===== src/rtl/triangle_traverser.sv =====
// Triangle bounding-box traverser: converts a triangle setup record into a
// row-major stream of candidate pixels covering its screen-clamped bounding box.
package triangle_traverser_pkg;

  typedef struct packed {
    logic [18:0] v0x;
    logic [18:0] v0y;
    logic [18:0] e0x;
    logic [18:0] e0y;
    logic [18:0] e1x;
    logic [18:0] e1y;
  } triangle_state_t;

  typedef struct packed {
    logic [15:0]     x;
    logic [15:0]     y;
    triangle_state_t triangle;
  } pixel_state_t;

endpackage

module triangle_traverser
  import triangle_traverser_pkg::*;
#(
  parameter int unsigned WIDTH  = 320,
  parameter int unsigned HEIGHT = 240
) (
  input  logic            clk,
  input  logic            rst,
  input  triangle_state_t in_triangle,
  input  logic            in_valid,
  output logic            in_ready,
  output pixel_state_t    out_pixel,
  output logic            out_valid,
  input  logic            out_ready,
  output logic            out_last,
  output logic            busy
);

  localparam int unsigned CW = 20;
  localparam int unsigned PW = 16;
  localparam logic signed [CW-1:0] XLIM = CW'(WIDTH - 1);
  localparam logic signed [CW-1:0] YLIM = CW'(HEIGHT - 1);

  typedef enum logic [1:0] {IDLE, SETUP, EMIT} state_t;

  state_t          state;
  triangle_state_t tri_q;
  logic [PW-1:0]   x, y, xmin_q, xmax_q, ymax_q;
  logic [PW-1:0]   x_nx, y_nx;

  function automatic logic signed [CW-1:0] sext(input logic [18:0] v);
    return $signed({v[18], v});
  endfunction

  function automatic logic signed [CW-1:0] min3(input logic signed [CW-1:0] a,
                                                input logic signed [CW-1:0] b,
                                                input logic signed [CW-1:0] c);
    logic signed [CW-1:0] m;
    m = (a < b) ? a : b;
    return (c < m) ? c : m;
  endfunction

  function automatic logic signed [CW-1:0] max3(input logic signed [CW-1:0] a,
                                                input logic signed [CW-1:0] b,
                                                input logic signed [CW-1:0] c);
    logic signed [CW-1:0] m;
    m = (a > b) ? a : b;
    return (c > m) ? c : m;
  endfunction

  // Vertices in full Q16.3 precision; 20 bits cannot overflow from 19-bit sums
  logic signed [CW-1:0] v0x, v0y, v1x, v1y, v2x, v2y;
  assign v0x = sext(tri_q.v0x);
  assign v0y = sext(tri_q.v0y);
  assign v1x = v0x + sext(tri_q.e0x);
  assign v1y = v0y + sext(tri_q.e0y);
  assign v2x = v0x + sext(tri_q.e1x);
  assign v2y = v0y + sext(tri_q.e1y);

  // Pixel bounds: arithmetic shift floors the fractional part, then clamp to screen
  logic signed [CW-1:0] xmin_r, xmax_r, ymin_r, ymax_r;
  logic signed [CW-1:0] xmin_c, xmax_c, ymin_c, ymax_c;
  logic                 box_empty;
  assign xmin_r    = min3(v0x, v1x, v2x) >>> 3;
  assign xmax_r    = max3(v0x, v1x, v2x) >>> 3;
  assign ymin_r    = min3(v0y, v1y, v2y) >>> 3;
  assign ymax_r    = max3(v0y, v1y, v2y) >>> 3;
  assign xmin_c    = (xmin_r < 0) ? '0 : xmin_r;
  assign ymin_c    = (ymin_r < 0) ? '0 : ymin_r;
  assign xmax_c    = (xmax_r > XLIM) ? XLIM : xmax_r;
  assign ymax_c    = (ymax_r > YLIM) ? YLIM : ymax_r;
  assign box_empty = (xmin_c > xmax_c) || (ymin_c > ymax_c);

  always_comb begin
    x_nx = xmin_q;
    y_nx = y + PW'(1);
    if (x < xmax_q) begin
      x_nx = x + PW'(1);
      y_nx = y;
    end
  end

  assign out_pixel = '{x: x, y: y, triangle: tri_q};

  always_ff @(posedge clk) begin
    if (rst) begin
      state     <= IDLE;
      tri_q     <= '0;
      x         <= '0;
      y         <= '0;
      xmin_q    <= '0;
      xmax_q    <= '0;
      ymax_q    <= '0;
      out_valid <= 1'b0;
      out_last  <= 1'b0;
      in_ready  <= 1'b1;
      busy      <= 1'b0;
    end else begin
      case (state)
        IDLE: begin
          if (in_valid) begin
            tri_q    <= in_triangle;
            state    <= SETUP;
            in_ready <= 1'b0;
            busy     <= 1'b1;
          end
        end
        SETUP: begin
          if (box_empty) begin
            state    <= IDLE;
            in_ready <= 1'b1;
            busy     <= 1'b0;
          end else begin
            x         <= PW'(xmin_c);
            y         <= PW'(ymin_c);
            xmin_q    <= PW'(xmin_c);
            xmax_q    <= PW'(xmax_c);
            ymax_q    <= PW'(ymax_c);
            out_valid <= 1'b1;
            out_last  <= (xmin_c == xmax_c) && (ymin_c == ymax_c);
            state     <= EMIT;
          end
        end
        EMIT: begin
          if (out_ready) begin
            if (out_last) begin
              state     <= IDLE;
              out_valid <= 1'b0;
              out_last  <= 1'b0;
              in_ready  <= 1'b1;
              busy      <= 1'b0;
            end else begin
              x        <= x_nx;
              y        <= y_nx;
              out_last <= (x_nx == xmax_q) && (y_nx == ymax_q);
            end
          end
        end
        default: begin
          state     <= IDLE;
          out_valid <= 1'b0;
          out_last  <= 1'b0;
          in_ready  <= 1'b1;
          busy      <= 1'b0;
        end
      endcase
    end
  end

endmodule


===== config.mk =====
export PLATFORM = sky130hd
export DESIGN_NAME = triangle_traverser
export DESIGN_NICKNAME = d
export VERILOG_FILES = /design/src/rtl/triangle_traverser.sv
export SDC_FILE = /design/constraint.sdc
export NUM_CORES = 1
export LEC_CHECK = 0
export CAP_MARGIN = 15
export CORE_MARGIN = 5
export CORE_UTILIZATION = 40
export DETAILED_ROUTE_END_ITERATION = 7
export PLACE_DENSITY_LB_ADDON = 0.25
export SYNTH_ARGS = -nofsm -noshare
export SYNTH_HDL_FRONTEND = slang
export SYNTH_SLANG_ARGS = --single-unit

===== constraint.sdc =====
create_clock -name clk -period 11.7 [get_ports clk]
set_input_delay 1.755 -clock clk [delete_from_list [all_inputs] [get_ports clk]]
set_output_delay 1.755 -clock clk [all_outputs]
set_load 0.01 [all_outputs]

==> flow_metrics.env, run 1 <==
export IMPL_outcome="finished, final reports clean"
export IMPL_r2r_end="y[13]"
export IMPL_syn_inst=2585
export IMPL_cp_data_required_time_ns=12.05
export IMPL_io_pins=268
export IMPL_fin_setup_tns_ns=0
export IMPL_ctsResizeCount=0
export IMPL_cellLeakagePower_nw=9.67
export IMPL_rsz0062_at_grt="no"
export IMPL_drv_cap=0
export IMPL_die_area_um2=52900
export IMPL_io_buffers=267
export IMPL_clock_skew_ns=0.0141
export IMPL_gp_congestion=0.961
export IMPL_crit_buf_inv=2
export IMPL_cts_tree="yes"
export IMPL_crit_type="register to register"
export IMPL_timing_slew_headroom_pct=18.9
export IMPL_drt_iter0_markers=1698
export IMPL_timing_final_crit_period_ns=10.82
export IMPL_postSynthAreaPerCell_um2=7.50
export IMPL_core_um2=47800
export IMPL_post_drt_wl_per_cell_um=22.1
export IMPL_synthSimpleGateAreaFrac_pct=23.3
export IMPL_ant_nets=0
export IMPL_async_flop_share_pct=0
export IMPL_crit_path_max_incr_delay_ns=0.56
export IMPL_reg2reg_setup_slack_ns=0.88
export IMPL_ys_ff_latch=200
export IMPL_avgViaCountPerCell=6.07
export IMPL_grt_pass1_wl_um=117000
export IMPL_cts_root_buf="clkbuf_16"
export IMPL_fillers=4791
export IMPL_peakVddDrop_uv=187
export IMPL_synth_top_area_share_pct=20.7
export IMPL_dp_hpwl_um=60100
export IMPL_fin_crit_sh_pct=92.5
export IMPL_clkSlewWorstSetupHoldPaths_ns=0.08
export IMPL_worst_pin_slew_ns=1.19
export IMPL_hold_slack_ns=0.480
export IMPL_area_sequential_um2=4010
export IMPL_hold_viol_final=0
export IMPL_cp_top_family="compound AO/OA/AOI/OAI gates"
export IMPL_clock_latency_ns=0.50
export IMPL_hp_class="register to register"
export IMPL_finalSetupViolations=0
export IMPL_cts_setup_buffers=0
export IMPL_antenna_found_initial=0
export IMPL_drc=0
export IMPL_synth_top_family_by_area="compound AO/OA/AOI/OAI gates"
export IMPL_synthFlopType="dfxtp_1"
export IMPL_die_w_um=230
export IMPL_layout_nets=3175
export IMPL_synth_commonest_cells="352 x nand2_1, 303 x a21oi_1, 244 x ha_1"
export IMPL_synthAdderAreaFrac_pct=16.2
export IMPL_synth_compound_area_share_pct=27.3
export IMPL_syn_nets=2951
export IMPL_synth_xor_area_share_pct=5.04
export IMPL_clock_sinks=200
export IMPL_routed_wl_um=75900
export IMPL_multi_input_area_um2=14500
export IMPL_h_tree_depth=4
export IMPL_ctsLongestPathBuffers=2
export IMPL_yosys_top_cells_area="dfxtp_1 21%, ha_1 16%, a21oi_1 7.8%"
export IMPL_crit_slowest_cell="or4_4"
export IMPL_area_growth_pct=21.0
export IMPL_drt_first_pass_iters=6
export IMPL_worstSetupEndpointType="register"
export IMPL_synth_most_common_cell="nand2_1"
export IMPL_hold_buffers=0
export IMPL_startpoint_type="register"
export IMPL_synth_top_area_cell="dfxtp_1"
export IMPL_clock_fmax_mhz=92.4
export IMPL_grt_usage_pct=27.8
export IMPL_power_density_nw_per_um2=342
export IMPL_start_util_pct=40.5
export IMPL_grt_overflow=0
export IMPL_final_layout_size_suffix_gt1_share_pct=6.77
export IMPL_slew_violations=0
export IMPL_endpoint="y[13]"
export IMPL_core_rowCount=80
export IMPL_synth_cell_type_count=97
export IMPL_dieHeight_um=230
export IMPL_synth_area_mux_share_pct=2.56
export IMPL_cp_depth=43
export IMPL_synth_edf_count=0
export IMPL_cp_startpoint="out_pixel[38]"
export IMPL_dr_total_vias=20900
export IMPL_rr_startpoint="out_pixel[38]"
export IMPL_crit_path_max_fanout=12
export IMPL_ys_warn_count=0
export IMPL_r2r_cells=43
export IMPL_cp_arrival_ns=11.18
export IMPL_grt_max_degree=104
export IMPL_grt_pass1_vias=20000
export IMPL_seq_area_frac_synth_pct=20.7
export IMPL_numCtsBuffers=17
export IMPL_syn_area_um2=19400
==> power breakdown <==
group	total [mW]	switching [mW]	internal (mW)
clock	0.612	0.312	0.300
sequential	0.990	0.185	0.806
combinational	6.42	4.00	2.42
==> worst min-delay path by stage <==
stage,start,endpoint,slack (ns),cells after the start
floorplan,xmin_q[14],xmin_q[14],0.44,2
global placement,ymax_q[11],ymax_q[11],0.46,1
detailed placement,ymax_q[11],ymax_q[11],0.47,1
CTS,out_pixel[14],out_pixel[14],0.48,2
global route,xmax_q[12],xmax_q[12],0.50,2
finish,out_pixel[14],out_pixel[14],0.48,2
==> sequential cells by signal (all words and copies together) (netlist names) <==
register and count:
out_pixel 114, x 16, xmax_q 16, xmin_q 16, y 16, ymax_q 16, state 2, busy 1
in_ready 1, out_last 1, out_valid 1
==> layer usage <==
layer  global-route usage (%)  part of all wire (%)
met3                     4.84                   7.7
met5                        0                     0
met4                     8.65                   2.7
met2                     44.0                    44
met1                     38.7                    45
==> area by class of cell <==
type,count,area share [%]
diodes,1,0.0107
repair buffers,331,13.6
multi-input cells,2148,61.8
clock inverters,15,0.667
clock buffers,17,1.81
flip-flops and latches,200,17.1
well taps,615,3.28
inverters,111,1.78
==> kinds of logic (layout without fill, tap and decap cells) <==
group | Yosys count | after routing
compound gates | 796 | 796
fa+ha+maj | 249 | 249
buf+inv | 237 | 474
flops | 200 | 200
other cells | 0 | 1
xor+xnor | 110 | 110
mux | 48 | 48
simple gates | 945 | 945
==> worst register-to-register path, delay by kind of cell, from the launching register on <==
kind,cells,cell delay (ns)
flops,1,0.34
buf+inv,2,0.40
xor+xnor,1,0.27
fa+ha+maj,5,1.59
simple gates,7,1.73
compound gates,28,6.34
==> through the flow <==
| step | util (%) | total power [mW] | cell area [um2] | cells | setup WS (ns) |
|---|---|---|---|---|---|
| after floorplan | - | 5.27 | 19400 | 2585 | 1.24 |
| after global placement | 47.7 | 7.10 | 22800 | 3405 | 0.911 |
| after detailed placement | 47.7 | 7.22 | 22800 | 3405 | 0.725 |
| after CTS | 48.9 | 7.86 | 23400 | 3437 | 0.685 |
| after global routing | 49.0 | 8.66 | 23500 | 3437 | 0.000515 |
| final | 49.0 | 8.02 | 23500 | 3438 | 0.877 |
==> placed cells by master, fill, tap and decap left out, types with 21 or more instances in the layout <==
| master | count |
|---|---|
| xor2_1 | 27 |
| ha_1 | 244 |
| nand4_1 | 53 |
| buf_4 | 62 |
| and2_1 | 29 |
| nand2_1 | 351 |
| nor2_1 | 163 |
| a21oi_1 | 303 |
| o21ai_1 | 21 |
| clkdlybuf4s50_1 | 266 |
| dfxtp_1 | 199 |
| nand3_1 | 54 |
| o21ai_0 | 91 |
| a21o_1 | 67 |
| mux2i_1 | 40 |
| xnor2_1 | 81 |
| or2_2 | 25 |
| or3_1 | 28 |
| nand2b_1 | 25 |
| inv_1 | 111 |
| nor3_1 | 113 |
| o211ai_1 | 35 |
| a211oi_1 | 33 |
| o21a_1 | 28 |
| nor2b_1 | 26 |
Power figures use the tool's default switching activity.
==> inputs of run 2 (changes only) <==
Settings changed: ABC_AREA set to 1, CORE_ASPECT_RATIO set to 0.5, PLACE_DENSITY set to 0.59, PLACE_DENSITY_LB_ADDON 0.25 to unset.
==> run 2 against run 1 <==
Effect of this change:
- first-iteration DRC count down 3.4%
- largest cell class unchanged
- worst setup slack gained 0.13 ns
- utilization is 0.48 points lower
- highest routed layer unchanged
==> flow_metrics.env, run 2 <==
export IMPL_outcome="finished, final reports clean"
export IMPL_dieHeight_um=161
export IMPL_worstHoldStart="ymax_q[9]"
export IMPL_timing_final_crit_period_ns=10.69
export IMPL_cts_root_buf="clkbuf_16"
export IMPL_io_pins=268
export IMPL_slew_violations=0
export IMPL_hold_slack_ns=0.460
export IMPL_syn_inst=2832
export IMPL_ys_warn_count=0
export IMPL_worstSetupEndpointType="register"
export IMPL_ant_nets=0
export IMPL_start_util_pct=40.4
export IMPL_post_drt_wl_per_cell_um=18.2
export IMPL_largest_register_ff_count=114
export IMPL_ctsLongestPathBuffers=2
export IMPL_syn_area_um2=18200
export IMPL_clock_latency_ns=0.47
export IMPL_io_buffers=267
export IMPL_yosys_top_cells_area="dfxtp_1 22%, ha_1 17%, nand2_1 12%"
export IMPL_met2_usage_pct=42.7
export IMPL_h_tree_depth=4
export IMPL_grt_pass1_vias=17800
export IMPL_routed_wl_um=66300
export IMPL_reg2reg_setup_slack_ns=1.01
export IMPL_clock_skew_ns=0.0178
export IMPL_fillers=4761
export IMPL_final_layout_size_suffix_gt1_share_pct=3.75
export IMPL_cp_startpoint="out_pixel[76]"
export IMPL_grt_busiest_layer="met2"
export IMPL_antenna_found_initial=3
export IMPL_hold_viol_final=0
export IMPL_synth_most_common_cell="nand2_1"
export IMPL_syn_nets=3198
export IMPL_cts_tree="yes"
export IMPL_grt_usage_pct=25.6
export IMPL_path_common_cell="nand2_1"
export IMPL_cp_data_required_time_ns=12.09
export IMPL_drv_cap=0
export IMPL_rsz0062_at_grt="no"
export IMPL_crit_buf_inv=5
export IMPL_avgViaCountPerCell=5.30
export IMPL_die_area_um2=50200
export IMPL_cp_arrival_ns=11.09
export IMPL_numCtsBuffers=17
export IMPL_synth_top_area_cell="dfxtp_1"
export IMPL_core_um2=45100
export IMPL_seq_area_frac_synth_pct=22.0
export IMPL_ys_ff_latch=200
export IMPL_grt_max_degree=82
export IMPL_worst_pin_slew_ns=0.950
export IMPL_drc=0
export IMPL_layout_nets=3397
export IMPL_rr_startpoint="out_pixel[76]"
export IMPL_dr_total_vias=19300
export IMPL_crit_path_max_fanout=38
export IMPL_area_growth_pct=20.2
export IMPL_crit_type="register to register"
export IMPL_final_cell_mix="559 x nand2_1, 409 x nor2_1, 279 x inv_1"
export IMPL_drt_iter0_markers=1640
export IMPL_grt_overflow=0
export IMPL_async_flop_share_pct=0
export IMPL_synth_edf_count=0
export IMPL_synth_top_area_share_pct=22.0
export IMPL_timing_slew_headroom_pct=36.0
export IMPL_clkSlewWorstSetupHoldPaths_ns=0.09
export IMPL_finalSetupViolations=0
export IMPL_synthFlopType="dfxtp_1"
export IMPL_gp_congestion=0.945
export IMPL_synth_commonest_cells="561 x nand2_1, 409 x nor2_1, 281 x inv_1"
export IMPL_hp_class="register to register"
export IMPL_crit_path_max_incr_delay_ns=0.67
export IMPL_met3_usage_pct=3.25
export IMPL_use_met1_pct=35.4
export IMPL_drt_first_pass_iters=6
export IMPL_synth_cell_type_count=56
export IMPL_die_w_um=312
export IMPL_clock_sinks=200
export IMPL_core_rowCount=55
export IMPL_grt_pass1_wl_um=102000
export IMPL_final_common_cell="nand2_1"
export IMPL_crit_slowest_cell="o21ai_0"
export IMPL_cts_setup_buffers=0
export IMPL_startpoint_type="register"
export IMPL_fin_setup_tns_ns=0
export IMPL_dp_hpwl_um=52800
export IMPL_cp_top_family="simple AND/OR/NAND/NOR gates"
export IMPL_fin_crit_sh_pct=91.4
export IMPL_clock_fmax_mhz=93.5
export IMPL_postSynthAreaPerCell_um2=6.44
[run 2: cell count changes in the layout (fill, tap and decap cells not counted), moves of 29 or more]
cell / delta
nor2_1: +246
nand2_1: +208
o21ai_0: +169
inv_1: +168
nand3_1: +155
a21oi_1: -102
nor3_1: -74
a21o_1: -63
xnor2_1: -59
xor2_1: +52
buf_4: -44
mux2i_1: -40
and2_1: -29
[run 2: logic make-up (layout without fill, tap and decap cells)]
kind of cell	after synthesis	after routing	share of synthesized area [%]
AND/OR/NAND/NOR	1321	1321	30.6
AO/OA/AOI/OAI	565	565	16.7
buffers and inverters	397	609	8.72
adder cells (fa/ha/maj)	248	248	17.2
flip-flops	200	200	22.0
XOR/XNOR	101	101	4.85
other	0	3	0
[run 2: worst paths after layout]
path | endpoint | cells after the start
max | busy | 51
max reg2reg | busy | 51
min reg2reg | ymax_q[9] | 2
min | ymax_q[9] | 2
[run 2: area by class of cell]
class | instances | area (um2) | area share, %
Tap cell | 598 | 748 | 3.41
Antenna cell | 3 | 7.51 | 0.0343
Clock inverter | 13 | 138 | 0.628
Sequential cell | 200 | 4000 | 18.3
Clock buffer | 19 | 443 | 2.02
Inverter | 291 | 1100 | 5.01
Timing Repair Buffer | 286 | 2820 | 12.9
Multi-Input combinational cell | 2235 | 12700 | 57.7
[run 2: what timing repair did]
item / in CTS / in global routing
endpoints found under the setup margin: 0 / 85
hold endpoints to repair: 0 / 0
hold buffers: 0 / 0
resized for setup: 0 / 3
[run 2: tightest hold or removal path, cell delays in order (launching register included)]
cell and delay [ns]:
dfxtp_1 0.33, nand2_1 0.06, nor2_1 0.03
[run 2: layer usage]
| metal | vias to the layer above | routed length [um] |
|---|---|---|
| met2 | 490 | 30400 |
| met4 | 0 | 1380 |
| met3 | 75 | 3130 |
| met5 | - | 0 |
| met1 | 8919 | 31400 |
| li1 | 9821 | - |
[run 2: per-stage QoR]
stage / utilization [%] / worst slack (ns) / area [um2] / cells
after floorplan: - / 3.66 / 18200 / 2832
after global placement: 47.2 / 0.671 / 21300 / 3610
after detailed placement: 47.2 / 0.662 / 21300 / 3610
after CTS: 48.5 / 0.646 / 21900 / 3642
after global routing: 48.5 / 0.0670 / 21900 / 3645
final: 48.5 / 1.01 / 21900 / 3645
Power of run 2 is left out: the tool's default activity adds up to more than one toggle a clock period on the data nets, which glitch-free logic cannot reach.
==> inputs of run 3 (changes only) <==
Settings changed: SKIP_CTS_REPAIR_TIMING set to 1.
Clock period 11.7 ns to 10 ns, I/O delays scaled along.
==> run 3 against run 2 <==
Effect of this change:
- register-to-register slack got worse by 0.18 ns
- routed wire length is 1.3% higher
- non-clock buffer count is 36 higher
==> flow_metrics.env, run 3 (synthesis gave the netlist of run 2 again) <==
export IMPL_path_common_cell="nand2_1"
export IMPL_fin_crit_sh_pct=91.7
export IMPL_fin_setup_tns_ns=0
export IMPL_hp_class="register to register"
export IMPL_finalNonFillerCells=3681
export IMPL_clock_latency_ns=0.47
export IMPL_clock_fmax_mhz=109
export IMPL_clock_sinks=200
export IMPL_drv_cap=0
export IMPL_reg2reg_setup_slack_ns=0.83
export IMPL_crit_path_max_fanout=39
export IMPL_cts_root_buf="clkbuf_16"
export IMPL_cts_tree="yes"
export IMPL_cp_data_required_time_ns=10.36
export IMPL_avgViaCountPerCell=5.27
export IMPL_antenna_found_initial=2
export IMPL_crit_path_max_incr_delay_ns=0.51
export IMPL_largest_register_ff_count=114
export IMPL_dieHeight_um=161
export IMPL_die_w_um=312
export IMPL_dp_hpwl_um=54300
export IMPL_post_drt_wl_per_cell_um=18.3
export IMPL_slew_violations=0
export IMPL_hold_viol_final=0
export IMPL_final_util_pct=49.5
export IMPL_final_cell_mix="558 x nand2_1, 409 x nor2_1, 278 x inv_1"
export IMPL_ctsLongestPathBuffers=2
export IMPL_clock_skew_ns=0.0152
export IMPL_grt_pass1_vias=17900
export IMPL_io_buffers=267
export IMPL_clkSlewWorstSetupHoldPaths_ns=0.08
export IMPL_timing_final_crit_period_ns=9.17
export IMPL_dp_cells=3643
export IMPL_grt_max_degree=81
export IMPL_worst_pin_slew_ns=0.882
export IMPL_area_growth_pct=22.7
export IMPL_worstSetupEndpointType="register"
export IMPL_core_rowCount=55
export IMPL_drt_first_pass_iters=6
export IMPL_numCtsBuffers=17
export IMPL_grt_pass1_wl_um=104000
export IMPL_outcome="finished, final reports clean"
export IMPL_stdcell_area_um2=22400
export IMPL_crit_buf_inv=7
export IMPL_final_layout_size_suffix_gt1_share_pct=5.52
export IMPL_crit_type="register to register"
export IMPL_finalSetupViolations=0
export IMPL_placed_area_um2=21600
export IMPL_timing_slew_headroom_pct=41.2
export IMPL_io_pins=268
export IMPL_gp_congestion=0.955
export IMPL_startpoint_type="register"
export IMPL_fillers=4724
export IMPL_core_um2=45100
export IMPL_cp_top_family="simple AND/OR/NAND/NOR gates"
export IMPL_h_tree_depth=4
export IMPL_start_util_pct=40.4
export IMPL_layout_nets=3434
export IMPL_grt_usage_pct=26.0
export IMPL_dr_total_vias=19400
export IMPL_drt_iter0_markers=1747
export IMPL_grt_overflow=0
export IMPL_routed_wl_um=67200
export IMPL_drc=0
export IMPL_crit_slowest_cell="fa_1"
export IMPL_cp_arrival_ns=9.53
export IMPL_die_area_um2=50200
export IMPL_ant_nets=0
export IMPL_final_common_cell="nand2_1"
run 3: worst paths after layout:
| check | start | end | depth (start not counted) |
|---|---|---|---|
| worst max-delay path | out_pixel[57] | ymax_q[1] | 52 |
| worst min-delay path | ymax_q[15] | ymax_q[15] | 2 |
| worst max register to register | out_pixel[57] | ymax_q[1] | 52 |
| worst min register to register | ymax_q[15] | ymax_q[15] | 2 |
run 3: cell type report:
class,instances,area (um2),area share [%]
Timing Repair inverter,1,5.00,0.0224
Sequential cell,200,4010,17.9
Timing Repair Buffer,322,3110,13.9
Clock inverter,14,184,0.822
Antenna cell,2,5.00,0.0224
Inverter,291,1110,4.95
Tap cell,598,748,3.35
Multi-Input combinational cell,2235,12800,57.1
Clock buffer,18,439,1.96
run 3: per-stage QoR:
| step | hold WS (ns) | setup slack, ns |
|---|---|---|
| floorplan | 0.426 | 1.96 |
| global placement | 0.441 | 0.281 |
| detailed placement | 0.441 | 0.115 |
| CTS | 0.455 | 0.0434 |
| global route | 0.471 | -0.0158 |
| finish | 0.453 | 0.829 |
run 3: worst min-delay path: cells and delay by family, from the launching register on:
family / cells / cell delay (ns)
flip-flops: 1 / 0.32
AND/OR/NAND/NOR: 2 / 0.09
run 3: per-layer routing:
layer | up-vias | track usage (%) | wire [um]
met5 | - | 0 | 0
met1 | 8918 | 36.4 | 32200
met4 | 0 | 4.72 | 925
met3 | 67 | 3.11 | 3170
li1 | 9897 | - | -
met2 | 512 | 43.6 | 30900
Power of run 3 is left out for the same reason.
